## config.mk

```make
export PLATFORM = sky130hd
export DESIGN_NAME = ahb_bus_arbiter
export DESIGN_NICKNAME = d
export VERILOG_FILES = /design/src/rtl/ahb_bus_arbiter.sv
export SDC_FILE = /design/constraint.sdc
export NUM_CORES = 1
export LEC_CHECK = 0
export CAP_MARGIN = 30
export CORE_AREA = 2 2 42 44
export CTS_CLUSTER_DIAMETER = 40
export DETAILED_ROUTE_END_ITERATION = 12
export DIE_AREA = 0 0 44 46
export PLACE_DENSITY = 0.78
export SYNTH_ARGS = -nofsm -noshare
export SYNTH_HDL_FRONTEND = slang
export SYNTH_SLANG_ARGS = --single-unit
```

## constraint.sdc

```tcl
create_clock -name HCLK -period 3.9 [get_ports HCLK]
set_input_delay 0.78 -clock HCLK [delete_from_list [all_inputs] [get_ports HCLK]]
set_output_delay 0.78 -clock HCLK [all_outputs]
set_load 0.005 [all_outputs]
```

## src/rtl/ahb_bus_arbiter.sv

```systemverilog
// rtl/ahb_bus_arbiter.sv - AHB-Lite bus arbiter: round-robin grant, burst/lock protection, default-master parking
// Build macro ARB_FIXED_PRIORITY_EN switches selection to fixed priority (lowest requesting index wins).
module ahb_bus_arbiter #(
    parameter int NUM_MASTERS    = 3,
    parameter int DEFAULT_MASTER = 0
) (
    input  logic                   HCLK,
    input  logic                   HRESET,
    input  logic [NUM_MASTERS-1:0] HBUSREQ,
    input  logic [NUM_MASTERS-1:0] HLOCK,
    input  logic [1:0]             HTRANS,
    input  logic [2:0]             HBURST,
    input  logic                   HREADY,
    output logic [NUM_MASTERS-1:0] HGRANT,
    output logic [3:0]             HMASTER,
    output logic                   HMASTLOCK
);

    localparam logic [1:0] TR_IDLE   = 2'd0;
    localparam logic [1:0] TR_BUSY   = 2'd1;
    localparam logic [1:0] TR_NONSEQ = 2'd2;
    localparam logic [1:0] TR_SEQ    = 2'd3;

    typedef enum logic {ARB, BURST} state_t;

    state_t                   state, state_nxt;
    logic [3:0]               cnt, cnt_nxt;
    logic [3:0]               grant_idx;
    logic [3:0]               sel_idx;
    logic                     lock_cur;
    logic                     rearb;
    logic [NUM_MASTERS-1:0]   grant_nxt;

    always_comb begin
        grant_idx = '0;
        for (int i = 0; i < NUM_MASTERS; i++) begin
            if (HGRANT[i]) grant_idx = 4'(i);
        end
    end

    assign lock_cur = |(HLOCK & HGRANT);

`ifdef ARB_FIXED_PRIORITY_EN
    always_comb begin
        sel_idx = 4'(DEFAULT_MASTER);
        for (int i = NUM_MASTERS - 1; i >= 0; i--) begin
            if (HBUSREQ[i]) sel_idx = 4'(i);
        end
    end
`else
    logic       hi_found, lo_found;
    logic [3:0] hi_idx, lo_idx;

    // Wrap-around scan split in two: indices above the grantee first, then
    // 0..grantee, so the current owner is considered last.
    always_comb begin
        hi_found = 1'b0;
        lo_found = 1'b0;
        hi_idx   = '0;
        lo_idx   = '0;
        for (int i = NUM_MASTERS - 1; i >= 0; i--) begin
            if (HBUSREQ[i] && (4'(i) > grant_idx)) begin
                hi_found = 1'b1;
                hi_idx   = 4'(i);
            end
            if (HBUSREQ[i] && (4'(i) <= grant_idx)) begin
                lo_found = 1'b1;
                lo_idx   = 4'(i);
            end
        end
        if (hi_found)      sel_idx = hi_idx;
        else if (lo_found) sel_idx = lo_idx;
        else               sel_idx = 4'(DEFAULT_MASTER);
    end
`endif

    always_comb begin
        state_nxt = state;
        cnt_nxt   = cnt;
        rearb     = 1'b0;
        case (state)
            ARB: begin
                if (HTRANS == TR_NONSEQ && HBURST >= 3'd2) begin
                    state_nxt = BURST;
                    case (HBURST)
                        3'd2, 3'd3: cnt_nxt = 4'd3;
                        3'd4, 3'd5: cnt_nxt = 4'd7;
                        default:    cnt_nxt = 4'd15;
                    endcase
                end else begin
                    rearb = 1'b1;
                end
            end
            BURST: begin
                case (HTRANS)
                    TR_SEQ: begin
                        // cnt holds the SEQ beats still owed; the last one ends the burst
                        if (cnt <= 4'd1) begin
                            state_nxt = ARB;
                            cnt_nxt   = '0;
                            rearb     = 1'b1;
                        end else begin
                            cnt_nxt = cnt - 4'd1;
                        end
                    end
                    TR_BUSY: ;
                    default: begin
                        state_nxt = ARB;
                        cnt_nxt   = '0;
                        rearb     = 1'b1;
                    end
                endcase
            end
            default: begin
                state_nxt = ARB;
                cnt_nxt   = '0;
            end
        endcase

        grant_nxt = HGRANT;
        if (rearb && !lock_cur) grant_nxt = NUM_MASTERS'(1) << sel_idx;
    end

    always_ff @(posedge HCLK) begin
        if (HRESET) begin
            state     <= ARB;
            cnt       <= '0;
            HGRANT    <= NUM_MASTERS'(1) << DEFAULT_MASTER;
            HMASTER   <= 4'(DEFAULT_MASTER);
            HMASTLOCK <= 1'b0;
        end else if (HREADY) begin
            state     <= state_nxt;
            cnt       <= cnt_nxt;
            HGRANT    <= grant_nxt;
            HMASTER   <= grant_idx;
            HMASTLOCK <= lock_cur;
        end
    end

endmodule

```

### After elaboration in Yosys (flattened, before gate mapping)

Index checks and enable logic that the tools add are counted.

| word-level totals | value |
|---|---|
| bits in registers | 13 |
| latch bits | 0 |
| bits in writable memories | 0 |
| memory bits (read-only) | 0 |
| input port bits | 14 |
| output and inout port bits | 8 |
| logic and storage cells | 69 |
| memories | 0 |

| operators by class | value |
|---|---|
| add/subtract/negate cells | 1 |
| multipliers | 0 |
| div/mod/pow operators | 0 |
| order comparisons | 8 |
| eq/ne operators | 9 |
| shift operators | 1 |
| multiplexer cells | 29 |
| bitwise gates (word level) | 2 |
| reductions and logical operators | 14 |

Operators by type and width:

| cell | number |
|---|---|
| $mux 4 | 9 |
| $pmux 4 s2 | 3 |
| $mux 1 | 11 |
| $gt 1x4->1 const A | 2 |
| $le 1x4->1 const A | 2 |
| $logic_and 1x1->1 | 8 |
| $pmux 1 s2 | 4 |
| $eq 3x2->1 const B | 2 |
| $eq 3x3->1 const B | 2 |
| $eq 2x2->1 const B | 2 |
| $gt 2x4->1 const A | 1 |
| $le 2x4->1 const A | 1 |
| $le 4x1->1 const B | 1 |
| $mux 2 | 2 |
| $ne 2x2->1 const B | 2 |
| $reduce_or 2->1 | 2 |
| $shl 1x4->3 const A | 1 |
| $sub 4x1->4 const B | 1 |
| $and 3x3->3 | 1 |
| $ge 3x2->1 const B | 1 |
| $reduce_and 3->1 | 1 |
| $reduce_or 3->1 | 1 |
| $eq 2x1->1 const B | 1 |
| $reduce_and 2->1 | 1 |
| other kinds (2) | 2 |

### Depth between registers and ports, before layout

Gate-level depths: netlist (run 1).

| depth | value |
|---|---|
| word-level depth | 10 |
| gate-level depth with buffers | 6 |
| mapped depth without buffers | 6 |

### Least setup slack after synthesis (run 1)

OpenSTA, ideal clock, no wires.

| timing path | value |
|---|---|
| path kind | input to register |
| start | input HLOCK[0] |
| end | register HGRANT[0] |
| library setup time | 0.072 ns |
| arrival | 1.653 ns |
| setup slack | 2.175 ns |
| cell stages on the path | 4 |
| path through | a22o_2 > a211oi_2 > and3_4 > mux2i_1 |

| on the way | value |
|---|---|
| longest elaborated chain between the ends | 5 |

RTL lines:

| item | RTL line | source |
|---|---|---|
| start: declaration | 10 | `input logic [NUM_MASTERS-1:0] HLOCK,` |
| $and 3x3->3 | 41 | `assign lock_cur = \|(HLOCK & HGRANT);` |
| $reduce_or 3->1 | 41 |  |
| $logic_not 1->1 | 121 | `if (rearb && !lock_cur) grant_nxt = NUM_MASTERS'(1) << sel_idx;` |
| $logic_and 1x1->1 | 121 |  |
| $reduce_and 2->1 (no source line) | -- |  |
| end signal: assignment | 128 | `HGRANT <= NUM_MASTERS'(1) << DEFAULT_MASTER;` |
| end signal: assignment | 134 | `HGRANT <= grant_nxt;` |
| end: declaration | 14 | `output logic [NUM_MASTERS-1:0] HGRANT,` |

No other way between the ends.
A chain may end at the register's enable or synchronous reset.

### Worst setup path in the final report (run 1)

| timing path | value |
|---|---|
| start | register HGRANT[2] |
| end | output HGRANT[2] |

No word-level cell between the ends.

==> run summary, run 1 <==
==============================================================================
Crit path kind .................................................. flip-flop to output port
Final worst-path setup slack ....................................      1.81 ns
Minimum clock period after layout ...............................      2.09 ns
Hold Violations, Final ..........................................            0
Synth cell types ................................................           31
Start point of the critical path ................................    HGRANT[2]
Total of max-cap violations .....................................            0
Routability congestion estimate from global placement ...........        0.741
Cells resized by post-CTS repair ................................            0
Yosys Warn Count ................................................            0
Number of hold-repair buffers added at the cts stage ............            0
Root buffer cell ................................................     clkbuf_4
Number of filler cells placed in the layout .....................          149
VDD IR-drop max .................................................       118 uV
First-pass GRT wire length ......................................      2260 um
Placeable core region ........................................... 0.00161 mm^2
DIE AREA ........................................................ 0.00202 mm^2
Clock skew ......................................................   0.00453 ns
PortBufs ........................................................           18
Total power draw ................................................       271 uW
Clock Tree Buf Depth ............................................            2
Clock Pin Slew Worst Setup and Hold Paths .......................      0.08 ns
Post-detailed-route DRC marker count ............................            0
Nature of the critical path startpoint ..........................    flip-flop
TritonCTS clock tree ............................................        built
Number of buffers inserted during clock tree synthesis ..........            3
Post-synthesis average cell area ................................    8.63 um^2
Violation count after the first detailed-route iteration ........            6
Die X ...........................................................        44 um
GRT Residual Overflow ...........................................            0
Share of post-route cells with drive strength above 1 ...........        0.101
Top library cells by usage in the layout, fill and taps aside ... clkdlybuf4s50_1, dfxtp_1, nor2_1, nand2_1
Clock latency at the later pin of the worst-skew pair ...........      0.27 ns
CTS sink count ..................................................           11
Post-CTS setup-driven buffer insertion count ....................            0
Worst hold path type ............................................ flip-flop to flip-flop
First-pass iteration count of the detailed router ...............            4
Area of the multi-input gates ...................................     427 um^2
Crit path to ....................................................    HGRANT[2]
Highest clock frequency the design can meet .....................    0.479 GHz
Antenna violations before repair ................................            0
Register area ...................................................     220 um^2
Maximum fanout along the worst path .............................            9
Effective utilization at floorplan ..............................        0.433
Worst Setup Slack post-DPL ......................................      1.57 ns
Sum of net half-perimeters after detailed placement .............      1020 um
Aggregate routed wire length ....................................      1410 um
Worst path cell trace ........................................... clkdlybuf4s50_1
Result of the run ............................................... finished clean
Worst path max stage delay ......................................      0.56 ns
Sequential share of the synthesized area ........................        0.315
Category of the worst setup path capture point ..................  output port
Number of cells in the design after placement ...................          112
Reg-to-reg setup timing slack ...................................      2.14 ns
Reg-to-Reg End ..................................................       cnt[1]
Overall Global Routing Usage ....................................        0.147
Pin count of the biggest net entering global routing ............           14
Final Slew Violations ...........................................            0
Clock H-tree levels .............................................            1
Non-filler cells, final .........................................          116
Data arrival time of the critical path ..........................      1.31 ns
Unrepaired setup endpoints after global routing .................           no
Total number of vias ............................................          626
Setup violators final ...........................................            0
Crit path max-delay cell type ................................... clkdlybuf4s50_1
Average wire per standard cell ..................................      12.2 um
Final design utilization ........................................        0.554
Static leakage ..................................................     0.314 nW
Areal power density over the cells ..............................  303 mW/mm^2
Seq cells post-synth ............................................           11
Cell depth of the worst setup path ..............................            1
Post-route fraction of the period consumed by the critical path .        0.535
Chip Height .....................................................        46 um
Number of instances in the synthesized netlist ..................           81
Leading cell type in the layout, fill and taps excluded ......... clkdlybuf4s50_1
Via count of the first global-routing pass ......................          525
Detail Route Antenna Nets .......................................            0
Logic depth of the worst register-to-register path ..............            6
FF-to-FF Start ..................................................       cnt[0]
Mean number of vias per cell ....................................         5.40
Data required time at the worst endpoint ........................      3.12 ns
Worst path bufs/invs ............................................            1
Num ports .......................................................           22
Kind of cell adding the most delay to the critical path ......... buffers and inverters
Synth-to-layout area growth .....................................        27.9%
Final Net Count .................................................          116
Total inserted antenna cells ....................................            0
Post-synthesis instance area ....................................     699 um^2
Site row count ..................................................           15
Final setup TNS .................................................         0 ns
==============================================================================
state kept, by name (all words and copies together) (netlist names):
signal / cells
HGRANT: 3
HMASTER: 2
HMASTLOCK: 1
cnt: 4
state: 1
worst min path at each step:
stage	start	end	slack, ns	depth (start not counted)
after CTS	HMASTER[0]	HMASTER[0]	0.47	2
after global placement	HMASTER[0]	HMASTER[0]	0.45	2
after detailed placement	HMASTER[0]	HMASTER[0]	0.46	2
final	HMASTER[0]	HMASTER[0]	0.47	2
after floorplan	HMASTER[0]	HMASTER[0]	0.46	2
after global routing	HMASTER[0]	HMASTER[0]	0.52	2
layer usage:
metal | global-route usage | part of all wire | vias to the layer above
met5 | 0 | 0 | -
met1 | 0.211 | 0.51 | 280
li1 | - | - | 328
met2 | 0.224 | 0.44 | 18
met4 | 0.0545 | 0 | 0
met3 | 0.0159 | 0.057 | 0
stage by stage:
stage          instance area, um^2  hold slack, ns
6_report                       895           0.475
5_1_grt                        895           0.525
4_1_cts                        895           0.474
3_5_place_dp                   867           0.461
3_3_place_gp                   867           0.451
2_1_floorplan                  703           0.457
cells by family after synthesis:
family,after synthesis,synth area share
compound gates,22,0.258
xor+xnor,1,0.0125
fa+ha+maj,2,0.0358
buf+inv,10,0.0805
flops,11,0.315
mux,4,0.0572
other cells,1,0.00536
simple gates,30,0.236
cells in the mapped netlist:
cell | instances | area, um^2
dfxtp_1 | 11 | 220
nor2_1 | 7 | 26.3
nand2_1 | 6 | 22.5
a21oi_1 | 5 | 25.0
buf_4 | 5 | 37.5
inv_1 | 5 | 18.8
mux2i_1 | 4 | 40.0
nor2b_1 | 3 | 18.8
nor3_1 | 3 | 15.0
o21ai_0 | 3 | 15.0
a211oi_1 | 2 | 15.0
a211oi_2 | 2 | 25.0
a311oi_1 | 2 | 17.5
ha_1 | 2 | 25.0
nand2b_1 | 2 | 12.5
nand3b_1 | 2 | 15.0
nand4b_1 | 2 | 17.5
o22ai_1 | 2 | 12.5
a221oi_4 | 1 | 26.3
a22o_2 | 1 | 10.0
a311o_1 | 1 | 10.0
a31oi_1 | 1 | 6.26
a41oi_1 | 1 | 8.76
and3_4 | 1 | 11.3
conb_1 | 1 | 3.75
o21ai_2 | 1 | 8.76
or2_0 | 1 | 6.26
or2_1 | 1 | 6.26
or2b_1 | 1 | 7.51
or3_1 | 1 | 6.26
xor2_1 | 1 | 8.76
layout make-up:
type	instances	area share
Multi-Input combinational cell	61	0.477
Sequential cell	11	0.246
Timing Repair Buffer	18	0.201
Clock inverter	1	0.00559
Inverter	5	0.0210
Clock buffer	3	0.0252
Tap cell	17	0.0238
power breakdown:
group	internal [mW]	total, mW	switching (mW)
logic	0.0361	0.0633	0.0271
registers	0.119	0.127	0.00776
clock network	0.0379	0.0810	0.0431
tightest hold or removal path, stage by stage (launching register included):
cell     delay, ns
dfxtp_1       0.32
nand2_1       0.06
a21oi_1       0.05
Power figures use the tool's default switching activity.
==> run 2, diff against run 1 <==
CORE_AREA = 2 2 45 47   (was 2 2 42 44)
DIE_AREA = 0 0 47 49   (was 0 0 44 46)
PLACE_DENSITY = 0.71   (was 0.78)
clock period = 1.9 ns   (was 3.9 ns; I/O delays follow)
==> run summary, run 2 (synthesis results as in run 1) <==
==============================================================================
Clock skew ......................................................   0.00192 ns   was 0.00453 ns
DIE AREA ........................................................ 0.00230 mm^2   was 0.00202 mm^2
First-pass iteration count of the detailed router ...............            4   unchanged
Data required time at the worst endpoint ........................      2.09 ns   was 3.12 ns
Antenna violations before repair ................................            0   unchanged
Effective utilization at floorplan ..............................        0.380   was 0.433
Pin count of the biggest net entering global routing ............           12   was 14
Routability congestion estimate from global placement ...........        0.714   was 0.741
Clock share of power ............................................        0.288   was 0.299
Data arrival time of the critical path ..........................      1.96 ns   was 1.31 ns
PortBufs ........................................................           18   unchanged
Placeable core region ........................................... 0.00184 mm^2   was 0.00161 mm^2
Clock H-tree levels .............................................            1   unchanged
FF-to-FF Start ..................................................       cnt[0]   unchanged
Root buffer cell ................................................     clkbuf_4   unchanged
Crit path kind .................................................. flip-flop to flip-flop   was flip-flop to output port
Worst path max stage delay ......................................      0.38 ns   was 0.56 ns
Worst path cell trace ........................................... inv_1 -> ha_1 -> or2_1 -> a311o_1 -> and3_4 -> a211oi_2   was clkdlybuf4s50_1
Kind of cell adding the most delay to the critical path ......... compound AO/OA/AOI/OAI gates   was buffers and inverters
Start point of the critical path ................................       cnt[0]   was HGRANT[2]
Largest register FFs ............................................            4   unchanged
VDD IR-drop max .................................................       251 uV   was 118 uV
Final Net Count .................................................          119   was 116
Top library cells by usage in the layout, fill and taps aside ... clkdlybuf4s50_1, dfxtp_1, nor2_1, nand2_1, inv_1   was clkdlybuf4s50_1, dfxtp_1, nor2_1, nand2_1
Chip Height .....................................................        49 um   was 46 um
Worst path bufs/invs ............................................            1   unchanged
Post-detailed-route DRC marker count ............................            0   unchanged
Crit path max-delay cell type ...................................      dfxtp_1   was clkdlybuf4s50_1
Worst hold path type ............................................ flip-flop to flip-flop   unchanged
Relative contribution of combinational cells to total power .....        0.245   was 0.234
Violation count after the first detailed-route iteration ........            7   was 6
First-pass GRT wire length ......................................      2530 um   was 2260 um
Standard cell area after detailed placement .....................     902 um^2   was 867 um^2
Static leakage ..................................................     0.325 nW   was 0.314 nW
Post-route cell area ............................................     932 um^2   was 895 um^2
Die X ...........................................................        47 um   was 44 um
Clock Pin Slew Worst Setup and Hold Paths .......................      0.07 ns   was 0.08 ns
Top Registers ................................................... cnt x4, HGRANT x3, HMASTER x2   unchanged
GRT Residual Overflow ...........................................            0   unchanged
Sum of net half-perimeters after detailed placement .............      1150 um   was 1020 um
Detail Route Antenna Nets .......................................            0   unchanged
Sequential share of power .......................................        0.467   about the same
TritonCTS clock tree ............................................        built   unchanged
NetSw ...........................................................       154 uW   was 77.9 uW
Final Slew Violations ...........................................            0   unchanged
Highest clock frequency the design can meet .....................    0.565 GHz
Minimum clock period after layout ...............................      1.77 ns
Via count of the first global-routing pass ......................          606   was 525
Total of max-cap violations .....................................            0   unchanged
Final design utilization ........................................        0.506   was 0.554
Total number of vias ............................................          639   was 626
Areal power density over the cells ..............................  598 mW/mm^2   was 303 mW/mm^2
Cell Int Power ..................................................       404 uW   was 193 uW
Aggregate routed wire length ....................................      1460 um   was 1410 um
Result of the run ............................................... finished clean   unchanged
Number of filler cells placed in the layout .....................          191   was 149
Setup violators final ...........................................            0   unchanged
Clock latency at the later pin of the worst-skew pair ...........      0.27 ns   about the same
Nature of the critical path startpoint ..........................    flip-flop   unchanged
Hold Violations, Final ..........................................            0   unchanged
Number of buffers inserted during clock tree synthesis ..........            3   unchanged
Maximum fanout along the worst path .............................            4   was 9
Worst hold slack after final layout .............................     0.466 ns   was 0.475 ns
Post-route fraction of the period consumed by the critical path .        0.932
Num ports .......................................................           22   unchanged
Largest register by flop count ..................................          cnt   unchanged
Worst min-delay path startpoint .................................   HMASTER[0]   unchanged
Leading cell type in the layout, fill and taps excluded ......... clkdlybuf4s50_1   unchanged
Overall Global Routing Usage ....................................        0.152   was 0.147
Switching part of the total .....................................        0.276   was 0.288
Total inserted antenna cells ....................................            0   unchanged
Clock Tree Buf Depth ............................................            2   unchanged
CTS sink count ..................................................           11   unchanged
Category of the worst setup path capture point ..................    flip-flop   was output port
Synth-to-layout area growth .....................................        33.3%   was 27.9%
Average wire per standard cell ..................................      11.3 um   was 12.2 um
Share of post-route cells with drive strength above 1 ...........        0.127   was 0.101
Final setup TNS .................................................         0 ns   unchanged
Unrepaired setup endpoints after global routing .................           no   unchanged
Site row count ..................................................           16   was 15
Mean number of vias per cell ....................................         4.95   was 5.40
==============================================================================
-- run 2: timing repair --
item                                    in CTS  in global routing
gates resized for setup                      0                  1
hold buffers                                 0                  0
buffers inserted                             0                  0
endpoints found under the setup margin       0                  1
-- run 2: per-layer routing --
layer,GRT usage,share of wire,up-vias
li1,-,-,329
met1,0.194,0.46,295
met2,0.221,0.50,13
met3,0.0556,0.034,2
met4,0.0694,0.013,0
met5,0,0,-
-- run 2: cell type report --
cell class / instances / area (um^2) / share of cell area
inverters: 5 / 18.8 / 0.0201
well taps: 27 / 33.8 / 0.0362
flip-flops and latches: 11 / 220 / 0.236
multi-input cells: 61 / 430 / 0.462
repair buffers: 21 / 203 / 0.217
clock buffers: 4 / 26.3 / 0.0282
-- run 2: stage by stage --
stage | setup WS (ns) | std cells | power, mW
finish | 0.130 | 129 | 0.557
global route | 0.0419 | 129 | 0.591
CTS | 0.121 | 129 | 0.563
detailed placement | 0.00976 | 125 | 0.402
global placement | 0.0272 | 125 | 0.398
floorplan | 0.281 | 82 | 0.341
-- run 2: worst register-to-register path: stages, from the launching register on --
cell,delay [ns]
dfxtp_1,0.38
inv_1,0.08
ha_1,0.22
or2_1,0.26
a311o_1,0.38
and3_4,0.21
a211oi_2,0.16
-- run 2: final timing paths --
kind / endpoint / slack [ns] / depth (start not counted)
worst max-delay path: HGRANT[2] / 0.13 / 6
worst min-delay path: HMASTER[0] / 0.47 / 2
worst max register to register: HGRANT[2] / 0.13 / 6
worst min register to register: HMASTER[0] / 0.47 / 2
-- run 2: power groups by stage --
stage	Combinational, mW	Clock, mW	Sequential [mW]
final	0.137	0.160	0.261
after global routing	0.150	0.177	0.263
after CTS	0.136	0.166	0.261
after detailed placement	0.135	0	0.266
after global placement	0.133	0	0.265
after floorplan	0.0803	0	0.261
==> run 3, diff against run 2 <==
ABC_AREA = 1   (was not set)
CORE_AREA = 2 2 46 48   (was 2 2 45 47)
DIE_AREA = 0 0 48 50   (was 0 0 47 49)
==> run summary, run 3 <==
====================================================================================
Final worst-path setup slack ..........................................     0.312 ns   was 0.130 ns
Number of enable flip-flop cells after synthesis ......................            0   unchanged
Routability congestion estimate from global placement .................        0.816   was 0.714
Worst path max stage delay ............................................      0.53 ns   was 0.38 ns
Total inserted antenna cells ..........................................            0   unchanged
Final setup TNS .......................................................         0 ns   unchanged
Maximum fanout along the worst path ...................................            5   was 4
Crit path max-delay cell type ......................................... clkdlybuf4s50_1   was dfxtp_1
GRT Residual Overflow .................................................            0   unchanged
Post-CTS setup-driven buffer insertion count ..........................            0   unchanged
Detail Route Antenna Nets .............................................            0   unchanged
Post-synthesis instance area ..........................................     744 um^2   was 699 um^2
Mean number of vias per cell ..........................................         4.45   was 4.95
Share of Yosys cell area claimed by the top area cell type ............        0.296   was 0.315
Leading cell types by count after synthesis ........................... nand2_1, nor2_1, inv_1   was dfxtp_1, nor2_1, nand2_1
Highest clock frequency the design can meet ...........................    0.630 GHz   was 0.565 GHz
Hold Path Sink ........................................................   HMASTER[0]   unchanged
Yosys Warn Count ......................................................            0   unchanged
Top library cells by usage in the layout, fill and taps aside ......... nand2_1, clkdlybuf4s50_1, nor2_1, inv_1, dfxtp_1   was clkdlybuf4s50_1, dfxtp_1, nor2_1, nand2_1, inv_1
Number of instances in the synthesized netlist ........................          118   was 81
Result of the run ..................................................... finished clean   unchanged
Clock latency at the later pin of the worst-skew pair .................      0.27 ns   about the same
Worst hold slack after final layout ...................................     0.464 ns   was 0.466 ns
Unrepaired setup endpoints after global routing .......................           no   unchanged
Nature of the critical path startpoint ................................    flip-flop   unchanged
Effective utilization at floorplan ....................................        0.391   was 0.380
TritonCTS clock tree ..................................................        built   unchanged
Pin count of the biggest net entering global routing ..................           11   was 12
Placeable core region ................................................. 0.00190 mm^2   was 0.00184 mm^2
Total number of vias ..................................................          726   was 639
Root buffer cell ......................................................     clkbuf_4   unchanged
Data arrival time of the critical path ................................      1.21 ns   was 1.96 ns
Largest register by flop count ........................................          cnt   unchanged
Reg-to-Reg End ........................................................    HGRANT[0]   was HGRANT[2]
Cells resized by post-CTS repair ......................................            0   unchanged
Reg-to-reg setup timing slack .........................................      0.47 ns   was 0.13 ns
Most instantiated library cell after synthesis ........................      nand2_1   was dfxtp_1
Worst Setup Slack post-DPL ............................................     0.270 ns   was 0.00976 ns
Category of the worst setup path capture point ........................  output port   was flip-flop
Kind of cell adding the most delay to the critical path ............... buffers and inverters   was compound AO/OA/AOI/OAI gates
Setup violators final .................................................            0   unchanged
Crit path kind ........................................................ flip-flop to output port   was flip-flop to flip-flop
FF-to-FF Start ........................................................       cnt[0]   unchanged
Sequential share of the synthesized area ..............................        0.296   was 0.315
Average wire per standard cell ........................................      9.03 um   was 11.3 um
Cell type with the highest aggregate area in the netlist ..............      dfxtp_1   unchanged
Aggregate routed wire length ..........................................      1470 um   was 1460 um
CTS sink count ........................................................           11   unchanged
Largest register FFs ..................................................            4   unchanged
Clock Pin Slew Worst Setup and Hold Paths .............................      0.08 ns   was 0.07 ns
Clock Tree Buf Depth ..................................................            2   unchanged
Worst path cell trace ................................................. clkdlybuf4s50_1   was inv_1 -> ha_1 -> or2_1 -> a311o_1 -> and3_4 -> a211oi_2
Clock H-tree levels ...................................................            1   unchanged
DIE AREA .............................................................. 0.00240 mm^2   was 0.00230 mm^2
Synth-to-layout area growth ...........................................        26.7%   was 33.3%
Final Net Count .......................................................          153   was 119
VDD IR-drop max .......................................................       412 uV   was 251 uV
Leading cell type in the layout, fill and taps excluded ...............      nand2_1   was clkdlybuf4s50_1
Via count of the first global-routing pass ............................          639   was 606
Synth cell types ......................................................           22   was 31
Worst min-delay path startpoint .......................................   HMASTER[0]   unchanged
Top Registers ......................................................... cnt x4, HGRANT x3, HMASTER x2   unchanged
Hold Violations, Final ................................................            0   unchanged
Die X .................................................................        48 um   was 47 um
Post-synthesis average cell area ......................................    6.31 um^2   was 8.63 um^2
Standard cell area after detailed placement ...........................     917 um^2   was 902 um^2
Logic depth of the worst register-to-register path ....................           10   was 6
Worst path bufs/invs ..................................................            1   unchanged
Total of max-cap violations ...........................................            0   unchanged
Num ports .............................................................           22   unchanged
Number of buffers inserted during clock tree synthesis ................            3   unchanged
Share of flip-flops with an asynchronous set or reset after synthesis .            0   unchanged
First-pass iteration count of the detailed router .....................            4   unchanged
First-pass GRT wire length ............................................      2500 um   was 2530 um
Seq cells post-synth ..................................................           11   unchanged
Data required time at the worst endpoint ..............................      1.52 ns   was 2.09 ns
Overall Global Routing Usage ..........................................        0.147   was 0.152
Primary FF master, synth ..............................................      dfxtp_1   unchanged
Chip Height ...........................................................        50 um   was 49 um
Post-route cell area ..................................................     943 um^2   was 932 um^2
Minimum clock period after layout .....................................      1.59 ns   was 1.77 ns
Areal power density over the cells ....................................  640 mW/mm^2   was 598 mW/mm^2
Clock skew ............................................................   0.00575 ns   was 0.00192 ns
Post-detailed-route DRC marker count ..................................            0   unchanged
Antenna violations before repair ......................................            0   unchanged
Hold path cells .......................................................            2   unchanged
Share of post-route cells with drive strength above 1 .................        0.103   was 0.127
Post-route fraction of the period consumed by the critical path .......        0.836   was 0.932
Static leakage ........................................................     0.451 nW   was 0.325 nW
Final Slew Violations .................................................            0   unchanged
Sum of net half-perimeters after detailed placement ...................      1150 um   about the same
Start point of the critical path ......................................    HGRANT[1]   was cnt[0]
Number of hold-repair buffers added at the cts stage ..................            0   unchanged
Synth top area cells .................................................. dfxtp_1, nand2_1, nor2_1   was dfxtp_1, mux2i_1, buf_4
Worst hold path type .................................................. flip-flop to flip-flop   unchanged
PortBufs ..............................................................           18   unchanged
Violation count after the first detailed-route iteration ..............            6   was 7
Site row count ........................................................           16   unchanged
====================================================================================
run 3: cell type report:
cell class | instances | area, um^2
fillers | 200 | 958
multi-input cells | 85 | 414
flip-flops and latches | 11 | 220
repair buffers | 18 | 180
inverters | 18 | 68.8
well taps | 27 | 33.8
clock buffers | 4 | 26.3
run 3: how the worst max path moves through the flow:
stage	endpoint	slack (ns)	cells past startpoint
final	HGRANT[1]	0.31	1
after global routing	HGRANT[1]	0.26	1
after CTS	HGRANT[1]	0.30	1
after detailed placement	cnt[3]	0.27	10
after global placement	HGRANT[2]	0.28	6
after floorplan	HGRANT[1]	0.68	10
run 3: per-stage QoR:
step / total power, mW / cells / utilization
floorplan: 0.386 / 119 / -
global placement: 0.440 / 159 / 0.482
detailed placement: 0.443 / 159 / 0.482
CTS: 0.610 / 163 / 0.496
global route: 0.645 / 163 / 0.496
finish: 0.604 / 163 / 0.496
run 3: report_power, final:
part / internal, mW / total, mW / switching (mW)
combinational: 0.0823 / 0.172 / 0.0893
clock: 0.0814 / 0.165 / 0.0840
sequential: 0.249 / 0.267 / 0.0175
total: 0.413 / 0.604 / 0.191
run 3: kinds of logic (layout without fill, tap and decap cells):
logic type,Yosys count,after routing,synth area share
AOI/OAI and AO/OA,16,16,0.116
other,1,2,0.00504
buffers and inverters,23,40,0.153
xor gates and xnor gates,1,1,0.0118
and+or+nand+nor,64,64,0.385
DFF,11,11,0.296
adders and majority gates,2,2,0.0336
run 3: metal layers:
layer	wire [um]	track usage
met1	653	0.160
met2	740	0.247
met3	51	0.0549
met4	26	0.0541
met5	0	0
